**config.mk**
```make
export PLATFORM = sky130hd
export DESIGN_NAME = if_fetch_flat
export DESIGN_NICKNAME = d
export VERILOG_FILES = /design/src/rtl/if_fetch_if.sv /design/src/rtl/if_fetch.sv /design/src/flat_wrapper.sv
export SDC_FILE = /design/constraint.sdc
export NUM_CORES = 1
export LEC_CHECK = 0
export ABC_CLOCK_PERIOD_IN_PS = 1400
export BUFFER_PORTS_ARGS = -buffer_cell sky130_fd_sc_hd__buf_2
export CAP_MARGIN = 20
export CORE_MARGIN = 4
export CORE_UTILIZATION = 40
export CTS_CLUSTER_DIAMETER = 80
export DETAILED_ROUTE_END_ITERATION = 8
export GPL_TIMING_DRIVEN = 0
export PLACE_DENSITY = 0.79
export REMOVE_ABC_BUFFERS = 1
export SETUP_SLACK_MARGIN = 0.4
export SKIP_LAST_GASP = 1
export SLEW_MARGIN = 20
export SYNTH_ARGS = -nofsm -noshare
export SYNTH_HDL_FRONTEND = slang
export SYNTH_SLANG_ARGS = --single-unit
```
**constraint.sdc**
```tcl
create_clock -name clk -period 1.4 [get_ports clk]
set_clock_uncertainty 0.2 [all_clocks]
set_input_delay 0.21 -clock clk [delete_from_list [all_inputs] [get_ports clk]]
set_output_delay 0.21 -clock clk [all_outputs]
set_load 0.1 [all_outputs]
```
**src/rtl/if_fetch_if.sv**
```systemverilog
// if_fetch_if: instruction-memory req/ack port and the decode valid/ready handshake of the fetch stage.
interface if_fetch_if #(
  parameter int XLEN = 32
);
  logic            imem_req;
  logic [XLEN-1:0] imem_addr;
  logic            imem_ack;
  logic [31:0]     imem_rdata;
  logic [31:0]     instr;
  logic            instr_valid;
  logic            instr_ready;
  modport master (
    output imem_req, imem_addr, instr, instr_valid,
    input  imem_ack, imem_rdata, instr_ready
  );
  modport slave (
    input  imem_req, imem_addr, instr, instr_valid,
    output imem_ack, imem_rdata, instr_ready
  );
endinterface

```
**src/rtl/if_fetch.sv**
```systemverilog
// if_fetch: fetch stage between the PC register and decode; optional misaligned-fetch trap under IF_MISALIGN_TRAP_EN.
module if_fetch #(
  parameter int          XLEN     = 32,
  parameter logic [31:0] NOP_INSN = 32'h0000_0013
) (
  input  logic            clk,
  input  logic            rst,
  input  logic [XLEN-1:0] pc_i,
  output logic            pc_hold_o,
  input  logic            flush_i,
  output logic            fault_o,
  if_fetch_if.master      bus_io
);
`ifdef IF_MISALIGN_TRAP_EN
  typedef enum logic [2:0] {IDLE, REQ, HOLD, DRAIN, FAULT} state_t;
`else
  typedef enum logic [2:0] {IDLE, REQ, HOLD, DRAIN} state_t;
`endif
  state_t          state_q, state_d;
  logic [XLEN-1:0] addr_q, addr_d, fetch_pc;
  logic [31:0]     instr_q, instr_d;
  logic            valid_q;
`ifdef IF_MISALIGN_TRAP_EN
  assign fetch_pc = pc_i;
  assign fault_o  = state_q == FAULT;
`else
  assign fetch_pc = pc_i & ~XLEN'(3);
  assign fault_o  = 1'b0;
`endif
  always_ff @(posedge clk) begin
    if (!rst) begin
      state_q <= IDLE;
      addr_q  <= '0;
      instr_q <= NOP_INSN;
      valid_q <= 1'b0;
    end else begin
      state_q <= state_d;
      addr_q  <= addr_d;
      instr_q <= instr_d;
      valid_q <= state_d == HOLD;
    end
  end
  always_comb begin
    state_d = state_q;
    case (state_q)
`ifdef IF_MISALIGN_TRAP_EN
      IDLE:    state_d = flush_i ? IDLE : (|pc_i[1:0]) ? FAULT : REQ;
      FAULT:   state_d = flush_i ? IDLE : FAULT;
`else
      IDLE:    state_d = flush_i ? IDLE : REQ;
`endif
      REQ:     state_d = flush_i ? (bus_io.imem_ack ? IDLE : DRAIN) : bus_io.imem_ack ? HOLD : REQ;
      HOLD:    state_d = (flush_i || bus_io.instr_ready) ? IDLE : HOLD;
      DRAIN:   state_d = bus_io.imem_ack ? IDLE : DRAIN;
      default: state_d = IDLE;
    endcase
  end
  // Data is captured only from an unflushed ack; acks in other states are ignored.
  always_comb begin
    addr_d    = state_q == IDLE ? fetch_pc : addr_q;
    instr_d   = (state_q == REQ && bus_io.imem_ack && !flush_i) ? bus_io.imem_rdata : instr_q;
    pc_hold_o = !rst || !((state_q == HOLD && bus_io.instr_ready) || flush_i);
  end
  assign bus_io.imem_req    = state_q == REQ || state_q == DRAIN;
  assign bus_io.imem_addr   = addr_q;
  assign bus_io.instr       = instr_q;
  assign bus_io.instr_valid = valid_q;
endmodule

```
**src/flat_wrapper.sv**
```systemverilog
// flat-port wrapper written by rule: the top's interface ports become plain ports
module if_fetch_flat 
#(
  parameter int          XLEN     = 32,
  parameter logic [31:0] NOP_INSN = 32'h0000_0013
)
  (clk, rst, pc_i, pc_hold_o, flush_i, fault_o, bus_io_imem_req, bus_io_imem_addr, bus_io_instr, bus_io_instr_valid, bus_io_imem_ack, bus_io_imem_rdata, bus_io_instr_ready);
  if_fetch_if #(.XLEN(XLEN)) bus_io_i ();
  input  logic clk;
  input  logic rst;
  input  logic [XLEN-1:0] pc_i;
  output logic pc_hold_o;
  input  logic flush_i;
  output logic fault_o;
  output wire logic [$bits(bus_io_i.imem_req)-1:0] bus_io_imem_req;
  output wire logic [$bits(bus_io_i.imem_addr)-1:0] bus_io_imem_addr;
  output wire logic [$bits(bus_io_i.instr)-1:0] bus_io_instr;
  output wire logic [$bits(bus_io_i.instr_valid)-1:0] bus_io_instr_valid;
  input wire logic [$bits(bus_io_i.imem_ack)-1:0] bus_io_imem_ack;
  input wire logic [$bits(bus_io_i.imem_rdata)-1:0] bus_io_imem_rdata;
  input wire logic [$bits(bus_io_i.instr_ready)-1:0] bus_io_instr_ready;
  assign bus_io_imem_req = bus_io_i.imem_req;
  assign bus_io_imem_addr = bus_io_i.imem_addr;
  assign bus_io_instr = bus_io_i.instr;
  assign bus_io_instr_valid = bus_io_i.instr_valid;
  assign bus_io_i.imem_ack = bus_io_imem_ack;
  assign bus_io_i.imem_rdata = bus_io_imem_rdata;
  assign bus_io_i.instr_ready = bus_io_instr_ready;
  if_fetch #(.XLEN(XLEN), .NOP_INSN(NOP_INSN)) u_core (.clk(clk), .rst(rst), .pc_i(pc_i), .pc_hold_o(pc_hold_o), .flush_i(flush_i), .fault_o(fault_o), .bus_io(bus_io_i));
endmodule
```
; ---- Word level (Yosys, flattened, before mapping)
; Cells that the tools add are included.
[totals]
reg_bits = 66
input_bits = 69
wordCells = 25
[op_classes]
eq_ne = 4
mux = 6
n_reduce_logical = 11
[ops]
columns = cell, count
row1 = one-hot mux 3 bit (4 select lines), 1
row2 = equality test 3 x 2 -> 1 bit (second input constant), 3
row3 = two-way mux 2 bit, 3
row4 = logical OR 1 bit, 4
row5 = equality test 3 x 1 -> 1 bit (second input constant), 1
row6 = logical AND 1 bit, 3
row7 = zero test 1 bit, 3
row8 = zero test 3 bit, 1
row9 = two-way mux 3 bit, 1
row10 = two-way mux 1 bit, 1

; ---- Logic depth before layout (Yosys ltp)
[logic_depth]
word_depth = 5
depth_mapped = 6
mapped_depth_nobuf = 5

; ---- Worst setup path after synthesis
; OpenSTA, ideal clock, no wires.
[synth_path]
kind = flip-flop to output port
startpoint = reg u_core.state_q[0]
endpoint = out pc_hold_o
arrival_time_ns = 2.650
required_time_ns = 0.990
slack_ns = -1.660
path_stages_with_launch = 4
n_path_buf = 1
cell_sequence = dfxtp_1 buf_2 nor2_1 o21ai_0
[synth_between]
elab_chain_len = 5
[synth_lines]
columns = element, line
row1 = from (decl), if_fetch.sv:19  ; state_t state_q, state_d;
row2 = from (signal assigned), if_fetch.sv:37  ; state_q <= state_d;
row3 = equality test 3 x 2 -> 1 bit, if_fetch.sv:62  ; pc_hold_o = !rst || !((state_q == HOLD && bus_io.instr_ready) || flush_i);
row4 = logical AND 1 bit, if_fetch.sv:62
row5 = logical OR 1 bit, if_fetch.sv:62
row6 = zero test 1 bit, if_fetch.sv:62
row7 = logical OR 1 bit, if_fetch.sv:62
row8 = to (decl), flat_wrapper.sv:12  ; output logic pc_hold_o;
; No other way between the ends.

; ---- Worst setup path in the final report
[layout_path]
startpoint = reg u_core.state_q[1]
endpoint = reg u_core.instr_q[10] (netlist: u_core.bus_io.instr[10])
[layout_between]
elab_chain_len = 3
[layout_lines]
columns = element, line
row1 = equality test 3 x 1 -> 1 bit, if_fetch.sv:61  ; instr_d = (state_q == REQ && bus_io.imem_ack && !flush_i) ? bus_io.imem_rdata : instr_q;
row2 = logical AND 1 bit (2 in a row), if_fetch.sv:61
row3 = to (signal assigned), if_fetch.sv:39  ; instr_q <= instr_d;
row4 = to (decl), if_fetch.sv:21  ; logic [31:0] instr_q, instr_d;
; No other way between the ends.
; A chain may end at the register's enable or synchronous reset.

==> impl_metrics.json <==
{
  "outcome": "complete, but fails checks",
  "violations": "hold timing, setup timing",
  "m1WireLength_um": 4827,
  "hp-class": "in -> reg",
  "reg2reg_to": "u_core.bus_io.instr[10]",
  "crit_chain": "buf_6 -> nor4bb_4 -> buf_6 -> buf_12 -> nand2_1 -> a21oi_1",
  "seq_area_mm2": 0.001425,
  "cts_sinks": 65,
  "multiInputGateArea_mm2": 0.001315,
  "wl_met3_um": 1285,
  "cts_tree": "done",
  "whs_path_depth": 2,
  "netlist.area_leader.share": 0.5017,
  "final_cell_count_no_fill": 619,
  "gpl.final_weighted_congestion": 0.6696,
  "clock_path_buffers": 2,
  "maxCapViolCount": 0,
  "clk_latency_ps": 350,
  "ys_ff_latch": 65,
  "hpwl_um": 4390,
  "detail-route-antenna-nets": 0,
  "antenna_found_initial": 0,
  "grt_pass1_vias": 3245,
  "htree_levels": 3,
  "avgSynthCellArea_um2": 8.617,
  "vias_per_cell": 5.399,
  "clk_pin_slew_ps": 80,
  "syn_inst": 301,
  "path_buf_inv": 3,
  "dieArea_mm2": 0.007837,
  "vias": 3342,
  "worst_path_most_repeated_cell": "buf_6",
  "dpl.cell_count": 488,
  "firstDrtPassIters": 7,
  "async_flop_share": 0,
  "worst_slew_pin_slew_ps": 823.3,
  "yosys.cell_count.top_type": "nand2_1",
  "cts_made_buffers": 9,
  "grt_pass1_wl_um": 17230,
  "critPathMaxFanout": 11,
  "yosys-top-cells-area": "dfxtp_1 50%, nand2_1 14%, a21oi_2 9.1%",
  "grt_use_total": 0.2964,
  "io_buffers": 131,
  "crit_type": "reg -> reg",
  "die_h_um": 88.53,
  "setup_viol": 66,
  "hold_path_startpoint": "rst",
  "slew_headroom": 0.4511,
  "yosys.area_share.adder": 0.009648,
  "nNetsFinal": 608,
  "worst_setup_path_start_kind": "flip-flop",
  "whs_endpoint": "u_core.bus_io.instr[0]",
  "finalWorstSetupSlack_ps": -344.7,
  "p_per_area_mw_per_mm2": 1087,
  "grt-ovfl-total": 0,
  "r2r_setup_slack_ps": -340,
  "drive_above_1_share": 0.6568,
  "synth-seq-area-share": 0.5017,
  "irDropWorstVdd_uv": 879.2,
  "start_util": 0.4108,
  "synth_edf_count": 0,
  "synth_top_family_by_area": "simple AND/OR/NAND/NOR gates",
  "worstPathArrival_ps": 1800,
  "power_mw": 6.259,
  "wirelength_um": 13360,
  "num_rows": 29,
  "core_area_mm2": 0.006314,
  "synth-compound-area-share": 0.1626,
  "reg2regPathDepth": 6,
  "synthMuxAreaShare": 0,
  "synth_xor_xnor_area_share": 0,
  "antenna_cells": 0,
  "cpPeakStageDelay_ps": 370,
  "cts_root_buffer": "clkbuf_8",
  "synth_cell_type_count": 29,
  "synth_warnings": 0,
  "num-fill-cells": 223,
  "r2r_start": "u_core.state_q[1]",
  "yosys-top-cells-count": "98 x nand2_1, 65 x dfxtp_1, 33 x a21oi_1",
  "top_layer": "met4",
  "synth-main-ff-cell": "dfxtp_1",
  "yosys.area.top_type": "dfxtp_1",
  "tns_ps": -9477,
  "crit_slowest_cell": "dfxtp_4",
  "critPathRequiredTime_ps": 1450,
  "leakage_nw": 2.423,
  "dp_slack_ps": -691.6,
  "areaGrowthSynthToFinish_pct": 122.0,
  "grt_max_degree": 62,
  "max_freq_ghz": 0.5732,
  "die_w_um": 88.53,
  "whs_ps": -57.66,
  "wire_per_inst_um": 21.59,
  "min_period_ps": 1745,
  "crit_family": "buffers and inverters",
  "drc": 0,
  "slew_viol_final": 0,
  "pin_count": 137,
  "synthSimpleGateAreaFrac": 0.2489,
  "cp-end-kind": "flip-flop",
  "finalCritPeriodShare": 1.246,
  "cts_hold_buffers": 61,
  "finalHoldViolCount": 3,
  "rsz0062_at_grt": "yes",
  "syn_area_mm2": 0.002594,
  "met2_length_um": 6686,
  "drt_iter0_markers": 173
}
-- worst register-to-register path, delay by kind of cell, from the launching register on --
family          cells  cell delay, ps
simple gates        2             410
compound gates      1             190
flops               1             370
buf+inv             3             470
-- cells by family after synthesis --
logic type | after synthesis
simple gates | 140
flops | 65
compound gates | 63
buf+inv | 30
fa+ha+maj | 2
other cells | 1
-- worst max path at each step --
stage               slack (ps)               from  cells after the start                      end
floorplan                -2330  u_core.state_q[0]                      2                pc_hold_o
global placement         -1570  u_core.state_q[0]                      3  u_core.bus_io.instr[11]
detailed placement        -690  u_core.state_q[0]                      3   u_core.bus_io.instr[3]
CTS                       -220  u_core.state_q[1]                      4                pc_hold_o
global route              -340  u_core.state_q[1]                      6  u_core.bus_io.instr[10]
finish                    -340  u_core.state_q[1]                      6  u_core.bus_io.instr[10]
-- area by class of cell --
class                   count  share of cell area
repair buffers            244              0.4686
flip-flops and latches     65              0.2474
multi-input cells         213              0.2283
clock buffers              12             0.02694
well taps                  77             0.01673
clock inverters             4            0.008907
inverters                   4            0.003041
-- what timing repair did --
item                                    4_1_cts  5_1_grt
endpoints found under the setup margin      130      130
resized for setup                           349       50
cloned                                        5        0
buffers inserted                             21       28
endpoints found under the hold margin        63        3
pin swaps                                    33       22
-- report_power, final --
part,internal (mW),leakage [nW],switching (mW)
logic,0.958,1.76,1.47
registers,1.98,0.561,0.150
clock network,0.921,0.103,0.778
total,3.86,2.42,2.40
-- flip-flops by register name, indices dropped and copies added, names as in the netlist --
register and flops:
u_core.bus_io.instr 32, u_core.state_q 2, u_core.bus_io.instr_valid 1, u_core.bus_io.imem_addr 30
-- layout by cell type (no fill, tap or decap), types with 2 or more instances in the layout --
master / synthesis / final
dlygate4sd3_1: 0 / 61
or2_4: 0 / 4
nand3_1: 3 / 3
dfxtp_2: 0 / 48
nor2_4: 0 / 2
nand2_1: 98 / 74
nand2_4: 0 / 3
inv_1: 3 / 3
ha_1: 2 / 2
nand2_2: 27 / 48
buf_12: 2 / 67
buf_4: 3 / 40
buf_2: 11 / 66
buf_6: 2 / 9
a21oi_2: 27 / 27
nand4bb_4: 0 / 2
dfxtp_4: 0 / 17
clkbuf_8: 0 / 11
conb_1: 1 / 3
a21oi_1: 33 / 32
-- through the flow --
stage          cell area [um2]  utilization
2_1_floorplan             2420            -
5_1_grt                   5759       0.9122
3_3_place_gp              3172       0.5024
4_1_cts                   5389       0.8535
3_5_place_dp              3213       0.5089
6_report                  5759       0.9122
-- routing by layer --
layer / global-route usage / vias up
met5: 0 / -
met4: 0.1305 / 0
met3: 0.1034 / 59
met2: 0.5330 / 261
met1: 0.3111 / 1585
li1: - / 1437
No activity file was read; power rests on OpenSTA's default activity.
